[src/rtl/bcd_scan_display.sv]
// bcd_scan_display: decimal event counter driving a scanned common-anode 7-segment display
module bcd_scan_display #(
    parameter int DIGITS   = 4,
    parameter int SCAN_DIV = 50_000,
    parameter bit BLANK_LZ = 1'b1
) (
    input  logic                clk,
    input  logic                rst,
    input  logic                inc_pulse,
    input  logic                clr,
    output logic [4*DIGITS-1:0] count_bcd,
    output logic                wrap_pulse,
    output logic [DIGITS-1:0]   an,
    output logic [6:0]          seg
);
    localparam int SW = $clog2(SCAN_DIV);
    localparam int IW = DIGITS > 1 ? $clog2(DIGITS) : 1;

    logic [4*DIGITS-1:0] count_inc;
    logic                carry;
    logic                zero_run;
    logic [DIGITS-1:0]   lz;
    logic [SW-1:0]       scan_cnt;
    logic [IW-1:0]       idx;
    logic [3:0]          digit;
    logic [6:0]          seg_dec;
    logic                blank;

    // ripple a +1 through the digits; carry left over means all digits were 9
    always_comb begin
        count_inc = count_bcd;
        carry = 1'b1;
        for (int i = 0; i < DIGITS; i++) begin
            count_inc[4*i +: 4] = carry ? (count_bcd[4*i +: 4] == 4'd9 ? 4'd0 : count_bcd[4*i +: 4] + 4'd1) : count_bcd[4*i +: 4];
            carry = carry && count_bcd[4*i +: 4] == 4'd9;
        end
    end

    // lz[i] is set when digit i and every digit above it are zero
    always_comb begin
        lz = '0;
        zero_run = 1'b1;
        for (int i = DIGITS - 1; i >= 0; i--) begin
            zero_run = zero_run && count_bcd[4*i +: 4] == 4'd0;
            lz[i] = zero_run;
        end
    end

    // segment pattern {g,f,e,d,c,b,a} of the digit currently being scanned
    always_comb begin
        digit = count_bcd[4*idx +: 4];
        blank = BLANK_LZ && idx != '0 && lz[idx];
        case (digit)
            4'd0:    seg_dec = 7'h40;
            4'd1:    seg_dec = 7'h79;
            4'd2:    seg_dec = 7'h24;
            4'd3:    seg_dec = 7'h30;
            4'd4:    seg_dec = 7'h19;
            4'd5:    seg_dec = 7'h12;
            4'd6:    seg_dec = 7'h02;
            4'd7:    seg_dec = 7'h78;
            4'd8:    seg_dec = 7'h00;
            4'd9:    seg_dec = 7'h10;
            default: seg_dec = 7'h7F;
        endcase
    end

    // count register; clear beats increment, wrap flags only a real rollover
    always_ff @(posedge clk) begin
        if (!rst || clr) begin
            count_bcd  <= '0;
            wrap_pulse <= 1'b0;
        end else begin
            count_bcd  <= inc_pulse ? count_inc : count_bcd;
            wrap_pulse <= inc_pulse && carry;
        end
    end

    // scan divider: hold each digit for SCAN_DIV cycles, then step to the next
    always_ff @(posedge clk) begin
        if (!rst) begin
            scan_cnt <= '0;
            idx      <= '0;
        end else if (scan_cnt == SW'(SCAN_DIV - 1)) begin
            scan_cnt <= '0;
            idx      <= idx == IW'(DIGITS - 1) ? '0 : idx + IW'(1);
        end else begin
            scan_cnt <= scan_cnt + SW'(1);
        end
    end

    // registered pin drivers, dark while in reset
    always_ff @(posedge clk) begin
        if (!rst) begin
            an  <= '1;
            seg <= 7'h7F;
        end else begin
            an  <= ~(DIGITS'(1) << idx);
            seg <= blank ? 7'h7F : seg_dec;
        end
    end
endmodule

[config.mk]
export PLATFORM = sky130hd
export DESIGN_NAME = bcd_scan_display
export DESIGN_NICKNAME = d
export VERILOG_FILES = /design/src/rtl/bcd_scan_display.sv
export SDC_FILE = /design/constraint.sdc
export NUM_CORES = 1
export LEC_CHECK = 0
export ABC_CLOCK_PERIOD_IN_PS = 2009
export CAP_MARGIN = 20
export CORE_ASPECT_RATIO = 2
export CORE_MARGIN = 5
export CORE_UTILIZATION = 44
export CTS_CLUSTER_DIAMETER = 30
export DETAILED_ROUTE_END_ITERATION = 8
export GPL_ROUTABILITY_DRIVEN = 1
export PLACE_DENSITY_LB_ADDON = 0.05
export SLEW_MARGIN = 20
export SYNTH_ARGS = -nofsm -noshare
export SYNTH_HDL_FRONTEND = slang
export SYNTH_SLANG_ARGS = --single-unit
[constraint.sdc]
create_clock -name clk -period 2.01 [get_ports clk]
set_input_delay 0.402 -clock clk [delete_from_list [all_inputs] [get_ports clk]]
set_output_delay 0.402 -clock clk [all_outputs]
set_load 0.01 [all_outputs]
# Word-level counts from Yosys, hierarchy flattened
# Memories as Yosys holds them, arrays and structs flattened. A register that Yosys moved wholly into a read port is not among the register bits.
# Index checks and enable logic that the tools add are counted.
[classes]
addsub = 6
order_cmp = 1
n_eq_ne = 6
shifts = 2
n_mux = 7
bitwise_logic = 2
reduce_logical = 20
[op_table]
columns = ["op", "n"]
rows = [
  ["$add 16x1->16 const B", 1],
  ["$add 4x1->4 const B", 4],
  ["$eq 16x16->1 const B", 1],
  ["$eq 4x4->1 const B", 4],
  ["$logic_not 4->1", 4],
  ["$mux 4", 4],
  ["$shiftx 16x5->4", 1],
  ["$logic_and 1x1->1", 8],
  ["$reduce_and 2->1", 3],
  ["$not 4->4", 1],
  ["$reduce_or 2->1", 2],
  ["$shl 1x2->4 const A", 1],
  ["$lt 2x3->1 const B", 1],
  ["$add 2x1->2 const B", 1],
  ["$bmux 1 s2", 1],
  ["$eq 2x2->1 const B", 1],
  ["$mux 2", 1],
  ["$reduce_bool 2->1", 1],
  ["$logic_not 1->1", 1],
  ["$logic_or 1x1->1", 1],
  ["$mux 1", 1],
  ["$not 1->1", 1],
]
[word_totals]
reg_bits = 39
romBits = 112
inputBits = 4
out_inout_bits = 28
word_cells = 53
memories = 1
[memory_table]
columns = ["memory", "depth", "width", "rd", "rd_ports_with_merged_regs", "wr", "line_no", "text"]
rows = [
  ["(name not given)", 16, 7, 1, 1, 0, "53", "case (digit)"],
]

# Longest topological paths before layout
# Gate-level depths: netlist (run 1).
[depth]
ltp_word = 8
depth_mapped = 8
ltp_nobuf = 7

# Worst setup path before layout (run 1)
# Ideal clock, no wire load.
[synth_timing]
kind = "register to register"
start = "reg idx[1]"
end = "reg seg[4]"
setup_ns = 0.137
t_arrival_ns = 1.786
required_time_ns = 1.873
setup_slack_ns = 0.087
path_stages_with_launch = 9
n_path_buf = 1
synth_period_minus_slack_ns = 1.923
path_cell_list = "dfxtp_1 > buf_2 > mux4_1 > inv_1 > ha_1 > inv_1 > nor2_1 > mux2_2 > nand3_1"
[synth_between]
elab_chain_len = 4
elab_cells_between_ends = 6
classes_between = "shift (1); mux (2); reduce/logical (3)"
[synth_rtl]
columns = ["item", "line_no", "text"]
rows = [
  ["from (decl)", "24", "logic [IW-1:0] idx;"],
  ["from (signal assigned)", "86", "idx <= idx == IW'(DIGITS - 1) ? '0 : idx + IW'(1);"],
  ["$bmux 1 s2", "52", "blank = BLANK_LZ && idx != '0 && lz[idx];"],
  ["$mux 1 (not written as such)", "52", ""],
  ["$logic_and 1x1->1", "52", ""],
  ["$reduce_or 2->1 (no source line)", "n/a", ""],
  ["to (decl)", "14", "output logic [6:0] seg"],
]
# Several ways; a longest one is shown, not always the timed one. The select of a mux whose other input is x is not followed.
# A chain may end at the register's enable or synchronous reset.

# Worst setup path after layout (run 1)
[layout_timing]
start = "reg idx[1]"
end = "reg seg[5]"
# The elaborated chain is that of the path after synthesis.

==> results.tsv, run 1 <==
stage	metric	value	unit
die	Die Wd	61.29	um
die	die extent in y	112.6	um
finish	Core Util, Final	56.37	%
grt	vias in the first global route	1982	
grt	grt total ovfl	0	
worst_setup_path	CP required	2.18	ns
synthesis	area leader, netlist	dfxtp_1	
worst_setup_path	Setup CP Type	reg2reg	
grt	largest net degree at the start of global routing	17	
worst_setup_path	Crit. End Element	flip-flop	
finish	# diodes	0	
timing	skew final	0.01199	ns
synthesis	synthesized area	2315	sq um
synthesis	async set or reset register ratio after synthesis	0	%
timing	max-slew violations	0	
drt	detailed-route wire length per cell	14.82	um
drt	Post-DRT Antenna Nets	0	
synthesis	Synth warnings	0	
finish	post-route cell area	2897	sq um
worst_setup_path	Worst setup SP type	flip-flop	
finish	layout cells sized above 1	12.66	%
timing	RSZ-0062 raised after global routing	false	
clock_tree	clk sinks	46	
clock_tree	clk_lat worst skew	0.31	ns
timing	crit share post-route	92.44	%
timing	Hold Slack	0.4719	ns
drt	Pre-antenna DRT Iters	4	
worst_setup_path	CP Max Fanout	5	
synthesis	top cell type's share of synthesized area	39.78	%
finish	# nets final	321	
die	Core ar.	5139	sq um
hold_path	worst min path class	reg2reg	
grt	GRT Total Usage	17.56	%
die	Initial Util	45.05	%
placement	Final GP Congestion	0.8573	
drt	via count	2002	
synthesis	syn nets	273	
synthesis	synthesized flop and latch total	46	
timing	Fin. Hold Viols	0	
synthesis	Post-synth top flop	dfxtp_1	
power	Max VDD drop	0.0005386	V
clock_tree	clk slew on worst S/H paths	0.09	ns
timing	Setup-failing EPs final	0	
synthesis	Synth Instances	259	
power	Leak	1.090	nW
synthesis	number of flops mapped to enable cells by yosys	0	
grt	initial antenna violation count	0	
die	row cnt	37	
timing	Final TNS setup	0	ns
synthesis	commonest cells in the netlist	dfxtp_1, nor2_1, nand2_1	
finish	Area Growth Syn to Fin	25.14	%
run	Max Cap Viol	0	
clock_tree	Root Driver	clkbuf_8	
drt	initial detailed-routing violation count	63	
clock_tree	# hold bufs at CTS	0	
power	pwr dens	558.0	nW/um^2
timing	Fmax achieved	538.2	MHz
grt	first-pass GRT wire length	9121	um
finish	fill cell count	502	
placement	placed cell areas	2804	sq um
clock_tree	CTS tree	done	
die	IO Pins	32	
clock_tree	CTS Buf Count	5	
power	Total Power	1.616	mW
synthesis	most area-consuming cells after synthesis	dfxtp_1, ha_1, nor2_1, a21oi_1, xor2_1	
drt	overall routed net length	5424	um
timing	Least-Margin Pin Slew	0.3325	ns
timing	Slew headroom	77.52	%
clock_tree	CTS max path bufs	2	
drt	Post-route DRC	0	
timing	Final min period	1.858	ns
worst_setup_path	critical path arrival	2.03	ns
synthesis	Cell variety after synth	43	
synthesis	count leader, synth	dfxtp_1	
die	Die ar.	6899	sq um
status	status	completed	
synthesis	Syn Area/Cell	8.937	sq um
synthesis	sequential area share after synthesis	39.78	%
placement	detailed placer's ending HPWL	4190	um
drt	Vias/cell	5.470	
placement	I/O Buffers	31	
clock_tree	H-tree levels	2	
-- state kept, by name, summed over array words and instances, names as in the netlist --
register,count
an,4
wrap_pulse,1
count_bcd,16
idx,2
seg,7
scan_cnt,16
-- cells by family after synthesis --
logic type                 share of synthesized area, %
muxes                                             5.838
adders and majority gates                         5.405
DFF                                               39.78
xor gates and xnor gates                          6.054
and+or+nand+nor                                   26.65
buffers and inverters                             5.135
AOI/OAI and AO/OA                                 11.14
-- power breakdown --
group | internal [mW] | leakage (nW) | switching [mW]
Clock | 0.278 | 0.0482 | 0.305
Sequential | 0.927 | 0.375 | 0.00845
Combinational | 0.0518 | 0.667 | 0.0465
Total | 1.26 | 1.09 | 0.360
-- worst max-delay path, stage by stage (launching register included) --
cell	delay [ns]
dfxtp_2	0.40
mux4_1	0.64
inv_1	0.15
ha_1	0.19
nor2_1	0.05
a211oi_1	0.18
o211ai_1	0.11
-- what timing repair did --
| action | in CTS | in global routing |
|---|---|---|
| endpoints found under the hold margin | 0 | 0 |
| gates resized for setup | 0 | 1 |
| setup buffers | 0 | 0 |
| setup endpoints to repair | 0 | 5 |
-- cell usage in the layout (no fill, tap or decap), types with 2 or more instances in the layout --
cell / count
a211o_1: 2
a21oi_1: 17
a31oi_1: 2
and2_1: 2
and3_1: 5
and4_1: 3
buf_4: 23
clkbuf_8: 6
clkdlybuf4s50_1: 31
dfxtp_1: 45
ha_1: 10
inv_1: 14
mux2i_1: 3
mux4_2: 3
nand2_1: 19
nand3_1: 9
nand3b_1: 2
nand4_1: 7
nor2_1: 25
nor2b_1: 8
nor3_1: 3
nor3b_1: 2
nor4_1: 3
nor4b_1: 3
o211ai_1: 6
o21ai_0: 12
o31ai_1: 2
or3_1: 7
or4_1: 4
xnor2_1: 7
xor2_1: 9
-- layout make-up --
type,count,area (sq um),area share [%]
Multi-Input combinational cell,186,1275,44.02
Sequential cell,46,922.1,31.84
Timing Repair Buffer,54,483.0,16.67
Clock buffer,7,86.33,2.981
Tap cell,58,72.57,2.505
Inverter,14,52.55,1.814
Clock inverter,1,5.005,0.1728
-- through the flow --
step / std cells / setup slack, ns
after CTS: 366 / 0.03370
after global placement: 358 / -0.009080
final: 366 / 0.1519
after detailed placement: 358 / -0.01893
after floorplan: 259 / 0.08671
after global routing: 366 / 0.004851
-- worst paths after layout --
check / from / endpoint / slack [ns] / depth (start not counted)
max: idx[1]$_SDFFE_PN0P_ / seg[5]$_SDFF_PP1_ / 0.15 / 6
min reg2reg: scan_cnt[0]$_SDFF_PP0_ / scan_cnt[0]$_SDFF_PP0_ / 0.47 / 1
min: scan_cnt[0]$_SDFF_PP0_ / scan_cnt[0]$_SDFF_PP0_ / 0.47 / 1
max reg2reg: idx[1]$_SDFFE_PN0P_ / seg[5]$_SDFF_PP1_ / 0.15 / 6
-- layer usage --
| layer | global-route usage, % | vias to the layer above | routed length [um] |
|---|---|---|---|
| met1 | 17.77 | 950 | 2110 |
| met2 | 31.40 | 34 | 2965 |
| met3 | 3.797 | 12 | 166 |
| li1 | - | 1006 | - |
| met5 | 0 | - | 0 |
| met4 | 9.117 | 0 | 182 |
No activity file was read; power rests on OpenSTA's default activity.
==> run 2, diff against run 1 <==
- ABC_CLOCK_PERIOD_IN_PS: 2009 -> 1700
- CAP_MARGIN: 20 -> not set
- clock period: 2.01 -> 1.7 ns (I/O delays scaled with it)
==> run 2 against run 1 <==
Fmax up 7.6%; wire length up 3.2%; hold slack worse by 0.0072 ns; highest routed layer unchanged; sequential power up 18%; global-route usage up 0.41 points; the flow now finishes with violations (negative setup slack); critical path depth up 1; die area unchanged; via count up 1.9%; non-clock buffer count up 16; design area up 6.7%; clock skew down 0.0048 ns; combinational power up 36%; critical path type unchanged.
==> results.tsv, run 2 (synthesized netlist as in run 1, its figures left out) <==
stage	metric	value	unit
timing	max-slew violations	0	
timing	Fin. Hold Viols	0	
die	row cnt	37	
drt	Post-DRT Antenna Nets	0	
clock_tree	CTS max path bufs	2	
placement	Final GP Congestion	0.8578	
worst_setup_path	Crit. End Element	flip-flop	
timing	Final min period	1.727	ns
clock_tree	CTS tree	done	
worst_setup_path	Worst setup SP type	flip-flop	
grt	initial antenna violation count	0	
grt	GRT Total Usage	17.96	%
power	pwr dens	662.3	nW/um^2
finish	commonest non-fill, non-tap cell in the layout	buf_4	
die	Die Wd	61.29	um
run	Max Cap Viol	0	
power	Leak	1.335	nW
die	IO Pins	32	
status	status	finished, violations left	
clock_tree	clk sinks	46	
finish	layout cells sized above 1	22.84	%
worst_setup_path	CP peak stage delay	0.57	ns
die	Core ar.	5139	sq um
worst_setup_path	CP Cell Sequence	mux4_2, inv_2, ha_2, inv_1, mux2i_1, mux2_2, nand3_1	
worst_setup_path	CP Buf/Inv Count	2	
finish	fill cell count	501	
worst_setup_path	CP Max Fanout	4	
worst_setup_path	Setup CP Type	reg2reg	
clock_tree	CTS Buf Count	5	
placement	detailed placer's ending HPWL	4475	um
finish	# nets final	337	
drt	via count	2040	
timing	Setup-failing EPs final	2	
finish	Area Growth Syn to Fin	33.46	%
timing	Slew headroom	78.41	%
finish	filler-free cell count of the finished design	382	
worst_setup_path	crit path from	idx[1]$_SDFFE_PN0P_	
drt	Vias/cell	5.340	
worst_setup_path	cell family with most CP delay	multiplexers	
timing	RSZ-0062 raised after global routing	true	
finish	# diodes	0	
worst_setup_path	critical path arrival	1.90	ns
timing	slack of the critical path	-0.02743	ns
die	Initial Util	45.05	%
placement	I/O Buffers	31	
finish	top flop regs	count_bcd x16, scan_cnt x16, seg x7	
drt	Pre-antenna DRT Iters	4	
drt	initial detailed-routing violation count	57	
hold_path	hold_sp	inc_pulse	
worst_setup_path	CP required	1.87	ns
clock_tree	# hold bufs at CTS	0	
worst_setup_path	R2R setup slack	-0.03	ns
die	Die ar.	6899	sq um
grt	first-pass GRT wire length	9680	um
timing	crit share post-route	101.6	%
clock_tree	clk slew on worst S/H paths	0.08	ns
clock_tree	H-tree levels	2	
grt	grt total ovfl	0	
worst_setup_path	RR Startpoint	idx[1]$_SDFFE_PN0P_	
clock_tree	clk_lat worst skew	0.30	ns
grt	largest net degree at the start of global routing	16	
status	failing checks	negative setup slack	
drt	Post-route DRC	0	
timing	Fmax achieved	578.9	MHz
power	Max VDD drop	0.0005711	V
timing	skew final	0.007185	ns
hold_path	worst min path class	in2reg	
drt	overall routed net length	5597	um
finish	most frequent cells in the layout	buf_4, dfxtp_1, nor2_1, nand2_1, clkdlybuf4s50_1	
timing	Hold Slack	0.4647	ns
placement	Cells after DPL	373	
drt	detailed-route wire length per cell	14.65	um
die	die extent in y	112.6	um
clock_tree	Root Driver	clkbuf_8	
timing	Least-Margin Pin Slew	0.3193	ns
worst_setup_path	slowest cell on the critical path	mux4_2	
grt	vias in the first global route	2125	
-- run 2: cell count changes in the layout (fill, tap and decap cells not counted), moves of 2 or more --
cell and change:
dfxtp_1 -11, buf_4 +15, clkdlybuf4s50_1 -12, inv_1 -2
inv_2 +2, dfxtp_2 +10, dlymetal6s2s_1 +8, dlygate4sd2_1 +4
-- run 2: final cells by class --
class | instances | area (sq um) | share of cell area [%]
multi-input cells | 186 | 1285 | 41.60
flip-flops and latches | 46 | 938.4 | 30.38
repair buffers | 70 | 630.6 | 20.41
clock buffers | 6 | 72.57 | 2.349
well taps | 58 | 72.57 | 2.349
inverters | 14 | 52.55 | 1.701
clock inverters | 2 | 37.54 | 1.215
-- run 2: worst paths after layout --
| kind | to | cells after the start |
|---|---|---|
| worst max-delay path | seg[4]$_SDFF_PP1_ | 7 |
| worst min register to register | scan_cnt[15]$_SDFF_PP0_ | 2 |
| worst max register to register | seg[4]$_SDFF_PP1_ | 7 |
| worst min-delay path | count_bcd[0]$_SDFFE_PP0P_ | 4 |
-- run 2: metal layers --
layer,part of all wire [%],vias up,track usage [%]
met5,0,-,0
met4,2.0,0,5.355
met3,1.8,11,2.301
met2,59,32,34.94
met1,37,956,18.29
li1,-,1041,-
-- run 2: where the power goes --
| part | switching, mW | internal, mW | total, mW |
|---|---|---|---|
| Clock | 0.369 | 0.439 | 0.808 |
| Sequential | 0.00937 | 1.09 | 1.10 |
| Combinational | 0.0610 | 0.0731 | 0.134 |
| Total | 0.440 | 1.61 | 2.05 |
-- run 2: metrics by stage --
step / util, % / TNS [ns] / setup WS (ns) / total power [mW] / instance area (sq um)
6_report: 60.12 / -0.03045 / -0.02743 / 2.046 / 3089
4_1_cts: 59.44 / -0.06867 / -0.03960 / 2.077 / 3054
3_5_place_dp: 57.00 / -2.293 / -0.2952 / 1.266 / 2929
5_1_grt: 60.12 / -0.4595 / -0.1024 / 2.129 / 3089
3_3_place_gp: 57.00 / -2.094 / -0.2871 / 1.265 / 2929
2_1_floorplan: - / -0.01595 / -0.01595 / 1.192 / 2322
-- run 2: timing repair --
item | in CTS | in global routing
hold endpoints to repair | 0 | 0
setup endpoints to repair | 14 | 22
resized for setup | 13 | 15
buffers inserted | 1 | 0
pin swaps | 1 | 4
-- run 2: tightest hold or removal path: stages --
cell            delay (ns)
dlymetal6s2s_1        0.11
buf_4                 0.13
xnor2_1               0.06
nor2_1                0.08
==> run 3, diff against run 2 <==
- REMOVE_ABC_BUFFERS: not set -> 1
- SLEW_MARGIN: 20 -> not set
==> run 3 against run 2 <==
Clock power up 0.5%; the flow still finishes with violations (negative setup slack); sequential power about the same; largest power group unchanged; largest cell class unchanged; wire length up 13%; register-to-register slack worse by 0.07 ns.
==> results.tsv, run 3 (synthesized netlist as in run 1, its figures left out) <==
stage	metric	value	unit
status	status	finished, violations left	
status	failing checks	negative setup slack	
worst_setup_path	RR Startpoint	idx[1]$_SDFFE_PN0P_	
timing	max-slew violations	0	
hold_path	hold_sp	inc_pulse	
clock_tree	clk slew on worst S/H paths	0.09	ns
timing	RSZ-0062 raised after global routing	true	
power	clock power share	39.5	%
die	IO Pins	32	
finish	# nets final	348	
power	Max VDD drop	0.0005985	V
die	Initial Util	45.05	%
timing	slack of the critical path	-0.09401	ns
die	row cnt	37	
worst_setup_path	CP Buf/Inv Count	3	
grt	GRT Total Usage	19.48	%
drt	Pre-antenna DRT Iters	4	
timing	Fin. Hold Viols	0	
timing	Slew headroom	72.17	%
clock_tree	clk_lat worst skew	0.30	ns
finish	fill cell count	460	
die	Core ar.	5139	sq um
worst_setup_path	worst r2r dst	seg[4]$_SDFF_PP1_	
timing	skew final	0.006564	ns
worst_setup_path	CP Max Fanout	4	
hold_path	Hold EP	count_bcd[0]$_SDFFE_PP0P_	
worst_setup_path	critical path arrival	1.98	ns
clock_tree	clk sinks	46	
power	Reg power frac	53.5	%
finish	commonest non-fill, non-tap cell in the layout	buf_4	
power	Switch Pwr	0.4511	mW
worst_setup_path	CP Cell Sequence	buf_6, mux4_2, inv_4, ha_4, inv_2, mux2i_1, mux2_4, nand3_2	
grt	vias in the first global route	2124	
worst_setup_path	cells on worst reg2reg path	8	
drt	Vias/cell	5.351	
placement	placed cell areas	2939	sq um
worst_setup_path	Worst setup SP type	flip-flop	
power	Comb pwr share	7.1	%
clock_tree	CTS tree	done	
timing	Setup-failing EPs final	4	
grt	largest net degree at the start of global routing	16	
placement	detailed placer's ending HPWL	4666	um
worst_setup_path	CP required	1.89	ns
power	pwr dens	628.1	nW/um^2
worst_setup_path	Crit. End Element	flip-flop	
clock_tree	Root Driver	clkbuf_8	
clock_tree	CTS Buf Count	5	
drt	Post-DRT Antenna Nets	0	
power	Int Power	1.606	mW
drt	via count	2103	
finish	layout cells sized above 1	27.46	%
finish	Area Growth Syn to Fin	41.51	%
drt	initial detailed-routing violation count	90	
grt	initial antenna violation count	0	
die	die extent in y	112.6	um
drt	overall routed net length	6312	um
worst_setup_path	R2R setup slack	-0.09	ns
die	Die ar.	6899	sq um
worst_setup_path	CP peak stage delay	0.56	ns
drt	detailed-route wire length per cell	16.06	um
timing	Final min period	1.794	ns
timing	Fmax achieved	557.4	MHz
finish	filler-free cell count of the finished design	393	
placement	Final GP Congestion	0.8576	
placement	Cells after DPL	376	
placement	I/O Buffers	31	
finish	most frequent cells in the layout	buf_4, dfxtp_1, nor2_1, nand2_1, clkdlybuf4s50_1	
finish	Core Util, Final	63.74	%
worst_setup_path	Setup CP Type	reg2reg	
power	Total Power	2.057	mW
clock_tree	H-tree levels	2	
grt	first-pass GRT wire length	10140	um
power	Sw Share	21.93	%
clock_tree	# hold bufs at CTS	0	
hold_path	hold path cells	4	
finish	top flop regs	count_bcd x16, scan_cnt x16, seg x7	
die	Die Wd	61.29	um
grt	grt total ovfl	0	
hold_path	worst min path class	in2reg	
worst_setup_path	slowest cell on the critical path	mux4_2	
clock_tree	CTS max path bufs	2	
power	Leak	1.371	nW
finish	# diodes	0	
timing	Hold Slack	0.4593	ns
finish	post-route cell area	3276	sq um
timing	crit share post-route	105.5	%
timing	Least-Margin Pin Slew	0.4137	ns
worst_setup_path	cell family with most CP delay	multiplexers	
drt	Post-route DRC	0	
run	Max Cap Viol	0	
run 3: power groups by stage:
stage / combinational [mW] / sequential [mW] / clock (mW)
CTS: 0.143 / 1.10 / 0.832
finish: 0.146 / 1.10 / 0.812
global placement: 0.129 / 1.13 / 0
global route: 0.160 / 1.10 / 0.880
floorplan: 0.0472 / 1.14 / 0
detailed placement: 0.130 / 1.13 / 0
run 3: area by class of cell:
type / count / area, sq um / area share (%)
clock inverter: 2 / 37.54 / 1.146
inverter: 14 / 55.05 / 1.681
tap: 58 / 72.57 / 2.215
clock buffer: 6 / 72.57 / 2.215
timing repair buffer: 80 / 711.9 / 21.73
sequential: 46 / 944.7 / 28.84
multi-input combinational: 187 / 1381 / 42.17
run 3: timing repair:
action / CTS / global route
buffers inserted: 4 / 5
gates cloned: 0 / 1
resized for setup: 30 / 30
endpoints found under the setup margin: 19 / 22
pin swaps: 2 / 9
run 3: metal layers:
metal / vias up / global-route usage [%] / wire (um)
met5: - / 0 / 0
met4: 0 / 7.091 / 138
met3: 8 / 2.647 / 155
met2: 37 / 38.40 / 3774
met1: 996 / 18.59 / 2244
li1: 1062 / - / -
run 3: worst max-delay path by stage:
stage	start	to	cells past startpoint
CTS	idx[1]$_SDFFE_PN0P_	seg[5]$_SDFF_PP1_	7
finish	idx[1]$_SDFFE_PN0P_	seg[4]$_SDFF_PP1_	8
global placement	inc_pulse	count_bcd[9]$_SDFFE_PP0P_	6
global route	idx[1]$_SDFFE_PN0P_	seg[4]$_SDFF_PP1_	8
floorplan	idx[1]$_SDFFE_PN0P_	seg[4]$_SDFF_PP1_	7
detailed placement	inc_pulse	count_bcd[13]$_SDFFE_PP0P_	5
run 3: tightest hold or removal path, stage by stage:
cell and delay [ns]:
dlymetal6s2s_1 0.12, buf_4 0.14, xnor2_1 0.05, nor2_1 0.07
run 3: metrics by stage:
stage	setup WS [ns]	TNS [ns]
after global routing	-0.1617	-0.7062
after CTS	-0.06869	-0.2162
after floorplan	-0.2162	-1.167
after global placement	-0.2486	-2.456
final	-0.09401	-0.2005
after detailed placement	-0.2596	-2.744
==> RTL edit 1, RTL diff (config.mk and constraints of run 3) <==
Change the parameter `BLANK_LZ` from 1'b1 to 1'b0.
--- a/src/rtl/bcd_scan_display.sv
+++ b/src/rtl/bcd_scan_display.sv
@@ -2,7 +2,7 @@
 module bcd_scan_display #(
     parameter int DIGITS   = 4,
     parameter int SCAN_DIV = 50_000,
-    parameter bit BLANK_LZ = 1'b1
+    parameter bit BLANK_LZ = 1'b0
 ) (
     input  logic                clk,
     input  logic                rst,
Behaviour: no difference found for any inputs over 10 cycles, from zero or initial values and one cycle with rst low; that may be too few to reach the edited logic, so the function may still have changed.
==> RTL edit 1 against run 3 <==
Final area decreased by 10%; sequential cell count unchanged; setup slack improved by 0.11 ns; sequential power about the same; largest cell class unchanged; first-iteration DRC count decreased by 59%; wire length decreased by 16%; synthesized area decreased by 4.4%; clock skew increased by 0.0049 ns; clock power decreased by 17%; die area decreased by 3.8%; hold slack improved by 0.022 ns; critical path depth decreased by 6; highest routed layer unchanged; power decreased by 7.7%.
==> RTL edit 1: results (changes against run 3) <==
\begin{tabular}{lr}
\hline
Metric & Value \\
\hline
\multicolumn{2}{l}{\textbf{Outcome}} \\
Status & complete, no violations \\
\multicolumn{2}{l}{\textbf{STA}} \\
Worst slew margin relative to its limit & 0.7678 (+0.04615) \\
Largest clock skew in the final design & 0.01150 ns (+0.004939 ns) \\
\multicolumn{2}{l}{\textbf{Setup path}} \\
Arrival @ worst endpoint & 1.35 ns (-0.63 ns) \\
Critical path peak fanout & 5 (+1) \\
Max stage delay on crit path & 0.53 ns (-0.03 ns) \\
Standard cell with the maximum stage delay on the critical path & sky130\_fd\_sc\_hd\_\_clkdlybuf4s50\_1 \\
Crit path max-delay family & buffers and inverters \\
\multicolumn{2}{l}{\textbf{Final layout}} \\
Share of layout cells above drive strength 1 & 0.2240 (-0.05060) \\
\multicolumn{2}{l}{\textbf{Synth}} \\
Dominant cells by area after synthesis & sky130\_fd\_sc\_hd\_\_dfxtp\_1 42\%, sky130\_fd\_sc\_hd\_\_ha\_1 5.7\%, sky130\_fd\_sc\_hd\_\_xnor2\_1 5.5\% \\
XOR/XNOR Fraction of Synth Area & 0.07914 (+0.01860) \\
Post-synthesis compound-gate area fraction & 0.08140 (-0.02995) \\
Sequential share of the synthesized area & 0.4161 (+0.01822) \\
Portion of netlist area occupied by mux cells & 0.05427 (-0.004110) \\
Commonest cells in the netlist & 46 x sky130\_fd\_sc\_hd\_\_dfxtp\_1, 26 x sky130\_fd\_sc\_hd\_\_nor2\_1, 20 x sky130\_fd\_sc\_hd\_\_nand2\_1 \\
\multicolumn{2}{l}{\textbf{Power}} \\
Cell leakage power & 0.001150 uW (-16\%) \\
Maximum vdd drop & 0.4988 mV (-17\%) \\
\multicolumn{2}{l}{\textbf{Global route}} \\
GR Util All Layers & 0.1724 (-0.02235) \\
Wire length of the first global-routing pass & 8.694 mm (-14\%) \\
Via count of the first global-routing pass & 1,954 (-8.0\%) \\
Initial antenna violation count & 0 (unchanged) \\
\multicolumn{2}{l}{\textbf{Placement}} \\
Final HPWL DP & 4.072 mm (-13\%) \\
Weighted congestion reported at the end of routability-driven placement & 0.8031 (-6.4\%) \\
Post-place instance area & 2800 sq um (-4.7\%) \\
\multicolumn{2}{l}{\textbf{Route}} \\
Violation count after the first detailed-routing iteration & 37 (-59\%) \\
Via count of the routed design & 1,935 (-8.0\%) \\
\hline
\end{tabular}
==> RTL edit 1: cell count changes in the layout (fill, tap and decap cells not counted), sizes merged, moves of 3 or more <==
cell                  run 3  this run
dlymetal6s2s              5         1
nor4bb                    0         3
or3                       7         2
xnor2                     7        14
xor2                      9         6
clkdlybuf4s50            19        25
a21oi                    17        11
buf                      49        35
o211ai                    6         1
nor3                      3         6
==> RTL edit 1: worst paths after layout <==
path,endpoint,start,slack (ns),cells past startpoint
worst max-delay path,count_bcd[9],count_bcd[9],0.01,2
worst min-delay path,scan_cnt[15],scan_cnt[15],0.48,2
worst max register to register,seg[4],idx[0],0.05,7
worst min register to register,scan_cnt[15],scan_cnt[15],0.48,2
==> RTL edit 1: stage by stage <==
step	util	instances	setup WS (ns)
final	0.6057	365	0.01288
after global routing	0.6057	365	-0.02798
after CTS	0.5949	364	0.0003794
after detailed placement	0.5756	356	-0.2614
after global placement	0.5756	356	-0.2545
after floorplan	-	234	-0.1065
==> RTL edit 1: power breakdown <==
group | switching, uW | leakage (uW) | total (uW) | internal (uW)
registers | 9.73 | 0.000378 | 1100 | 1090
logic | 57.6 | 0.000727 | 121 | 63.9
clock network | 384 | 0.0000441 | 673 | 289
total | 451 | 0.00115 | 1900 | 1450
==> RTL edit 1: logic make-up (layout without fill, tap and decap cells) <==
group	Yosys count	in the layout
compound gates	31	31
mux	7	7
flops	46	46
fa+ha+maj	10	10
buf+inv	22	86
simple gates	108	108
xor+xnor	20	20
==> RTL edit 1: layer usage <==
layer	wire length, um	global-route usage	vias to the layer above
met3	105	0.01865	15
met5	0	0	-
li1	-	-	969
met1	1934	0.1658	915
met4	205	0.09667	0
met2	3064	0.3336	36
==> RTL edit 1: worst register-to-register path, delay by kind of cell, from the launching register on <==
family / cells / cell delay (ns)
flops: 1 / 0.39
mux: 1 / 0.56
fa+ha+maj: 1 / 0.14
buf+inv: 2 / 0.15
compound gates: 3 / 0.28
==> RTL edit 1: final cells by class <==
class,count,share of cell area
inverter,12,0.01529
clock inverter,3,0.007219
tap,57,0.02420
sequential,46,0.3163
clock buffer,5,0.02335
multi-input combinational,176,0.4178
timing repair buffer,66,0.1958
==> RTL edit 1: timing repair <==
| item | 4_1_cts | 5_1_grt |
|---|---|---|
| resized for setup | 12 | 19 |
| gates cloned | 0 | 0 |
| setup buffers | 0 | 1 |
| setup endpoints to repair | 16 | 12 |
| pin swaps | 0 | 1 |
==> RTL edit 2, RTL diff (flow settings as in run 3) <==
Made on the original files. Add an input register stage for `inc_pulse` and `clr`, with the module's reset; this delays them by one clock.
--- a/src/rtl/bcd_scan_display.sv
+++ b/src/rtl/bcd_scan_display.sv
@@ -15,6 +15,19 @@
 );
     localparam int SW = $clog2(SCAN_DIV);
     localparam int IW = DIGITS > 1 ? $clog2(DIGITS) : 1;
+
+    logic inc_pulse_q;
+    logic clr_q;
+
+    always_ff @(posedge clk) begin
+        if (!rst) begin
+            inc_pulse_q <= '0;
+            clr_q       <= '0;
+        end else begin
+            inc_pulse_q <= inc_pulse;
+            clr_q       <= clr;
+        end
+    end
 
     logic [4*DIGITS-1:0] count_inc;
     logic                carry;
@@ -67,12 +80,12 @@
 
     // count register; clear beats increment, wrap flags only a real rollover
     always_ff @(posedge clk) begin
-        if (!rst || clr) begin
+        if (!rst || clr_q) begin
             count_bcd  <= '0;
             wrap_pulse <= 1'b0;
         end else begin
-            count_bcd  <= inc_pulse ? count_inc : count_bcd;
-            wrap_pulse <= inc_pulse && carry;
+            count_bcd  <= inc_pulse_q ? count_inc : count_bcd;
+            wrap_pulse <= inc_pulse_q && carry;
         end
     end
 
Check against the original RTL: not equivalent (a bounded check fails within 4 cycles, from zero or initial values and one cycle with rst low).
==> RTL edit 2 against run 3 <==
The flow still finishes with violations (negative setup slack); hold slack improved by 0.0056 ns; sequential power grew 5%; final area decreased by 2.6%; sequential cell count increased by 2; power shrank 2.1%; global-route usage fell by 1.9 points; count of clock-buffer cells in the layout rose by 1; wire length decreased by 13%; setup slack improved by 0.011 ns; synthesized area increased by 2.6%; clock skew hardly changed; critical path type unchanged; largest power group unchanged; highest routed layer unchanged.
==> RTL edit 2: results (changes against run 3) <==
\begin{tabular}{lr}
\hline
Metric & Value \\
\hline
\multicolumn{2}{l}{\textbf{Route}} \\
Routed wire per std cell & 13.86 um (-14\%) \\
Violation count after the first detailed-routing iteration & 86 (-4.4\%) \\
Met3 wire len & 296 um (+91\%) \\
Met2 Routed Length & 2.728 mm (-28\%) \\
\multicolumn{2}{l}{\textbf{Synth}} \\
Adder-cell share of the synthesized area & 0.05266 (-0.001395) \\
Sequential share of the synthesized area & 0.4044 (+0.006586) \\
Commonest cells in the netlist & 48 x sky130\_fd\_sc\_hd\_\_dfxtp\_1, 34 x sky130\_fd\_sc\_hd\_\_nor2\_1, 17 x sky130\_fd\_sc\_hd\_\_nand2\_1 \\
\multicolumn{2}{l}{\textbf{Final layout}} \\
Sequential fraction of total cell area & 0.3050 (+0.01659) \\
Count of multi-input combinational gates & 190 (+1.6\%) \\
Final nets & 349 (+0.29\%) \\
Share of layout cells above drive strength 1 & 0.2232 (-0.05141) \\
Relative area of clock buffers and inverters in the final design & 0.02940 (-0.004213) \\
Sequential cell count & 48 (+4.3\%) \\
Bufs w/o clock & 78 (-2.5\%) \\
\multicolumn{2}{l}{\textbf{Power}} \\
Maximum vdd drop & 0.8668 mV (+45\%) \\
Cell leakage power & 0.001407 uW (+2.7\%) \\
\multicolumn{2}{l}{\textbf{Global route}} \\
GRT met3 Usage & 0.04870 (+0.02223) \\
GR Layer Usage met2 & 0.2659 (-0.1181) \\
Routing usage on met1 & 0.2362 (+0.05031) \\
Via count of the first global-routing pass & 2,000 (-5.8\%) \\
\multicolumn{2}{l}{\textbf{Outcome}} \\
Status & finished, violations left \\
Violations in the final reports & negative setup slack \\
\multicolumn{2}{l}{\textbf{STA}} \\
Tightest Pin Transition & 0.3890 ns (-0.02469 ns) \\
Final setup fails & 2 (-2) \\
Final critical-path setup slack & -0.08310 ns (+0.01091 ns) \\
\multicolumn{2}{l}{\textbf{Placement}} \\
Final HPWL DP & 4.072 mm (-13\%) \\
Weighted congestion reported at the end of routability-driven placement & 0.7825 (-8.8\%) \\
\multicolumn{2}{l}{\textbf{Min path}} \\
Hold crit path type & reg2reg \\
\multicolumn{2}{l}{\textbf{Setup path}} \\
Cell depth of the worst flop-to-flop path & 4 (-4) \\
Crit path max-delay family & simple AND/OR/NAND/NOR gates \\
\hline
\end{tabular}
==> RTL edit 2: cell types whose count changed after synthesis, sizes merged, moves of 4 or more <==
cell and change:
xor2 +5, nand3 -4, and2 +4, a21oi -5
o211ai -6, nor2 +9, o21ai -4, nor4 +5
==> RTL edit 2: per-stage QoR <==
step / TNS (ns) / hold WS [ns] / cells / cell area, sq um / utilization
finish: -0.09502 / 0.4650 / 396 / 3192 / 0.5994
global placement: -0.2612 / 0.4411 / 387 / 3047 / 0.5721
floorplan: -0.8317 / 0.4089 / 250 / 2303 / -
detailed placement: -0.3346 / 0.4479 / 387 / 3047 / 0.5721
CTS: -0.1071 / 0.4668 / 396 / 3168 / 0.5949
global route: -0.7804 / 0.4896 / 396 / 3192 / 0.5994
==> RTL edit 2: report_power, final <==
group	internal [uW]	switching, uW
clock	331	382
combinational	79.1	67.0
sequential	1140	11.3
==> RTL edit 2: timing repair <==
item	in CTS	in global routing
setup buffers	1	0
endpoints found under the setup margin	18	18
hold buffers	0	0
resized for setup	19	12
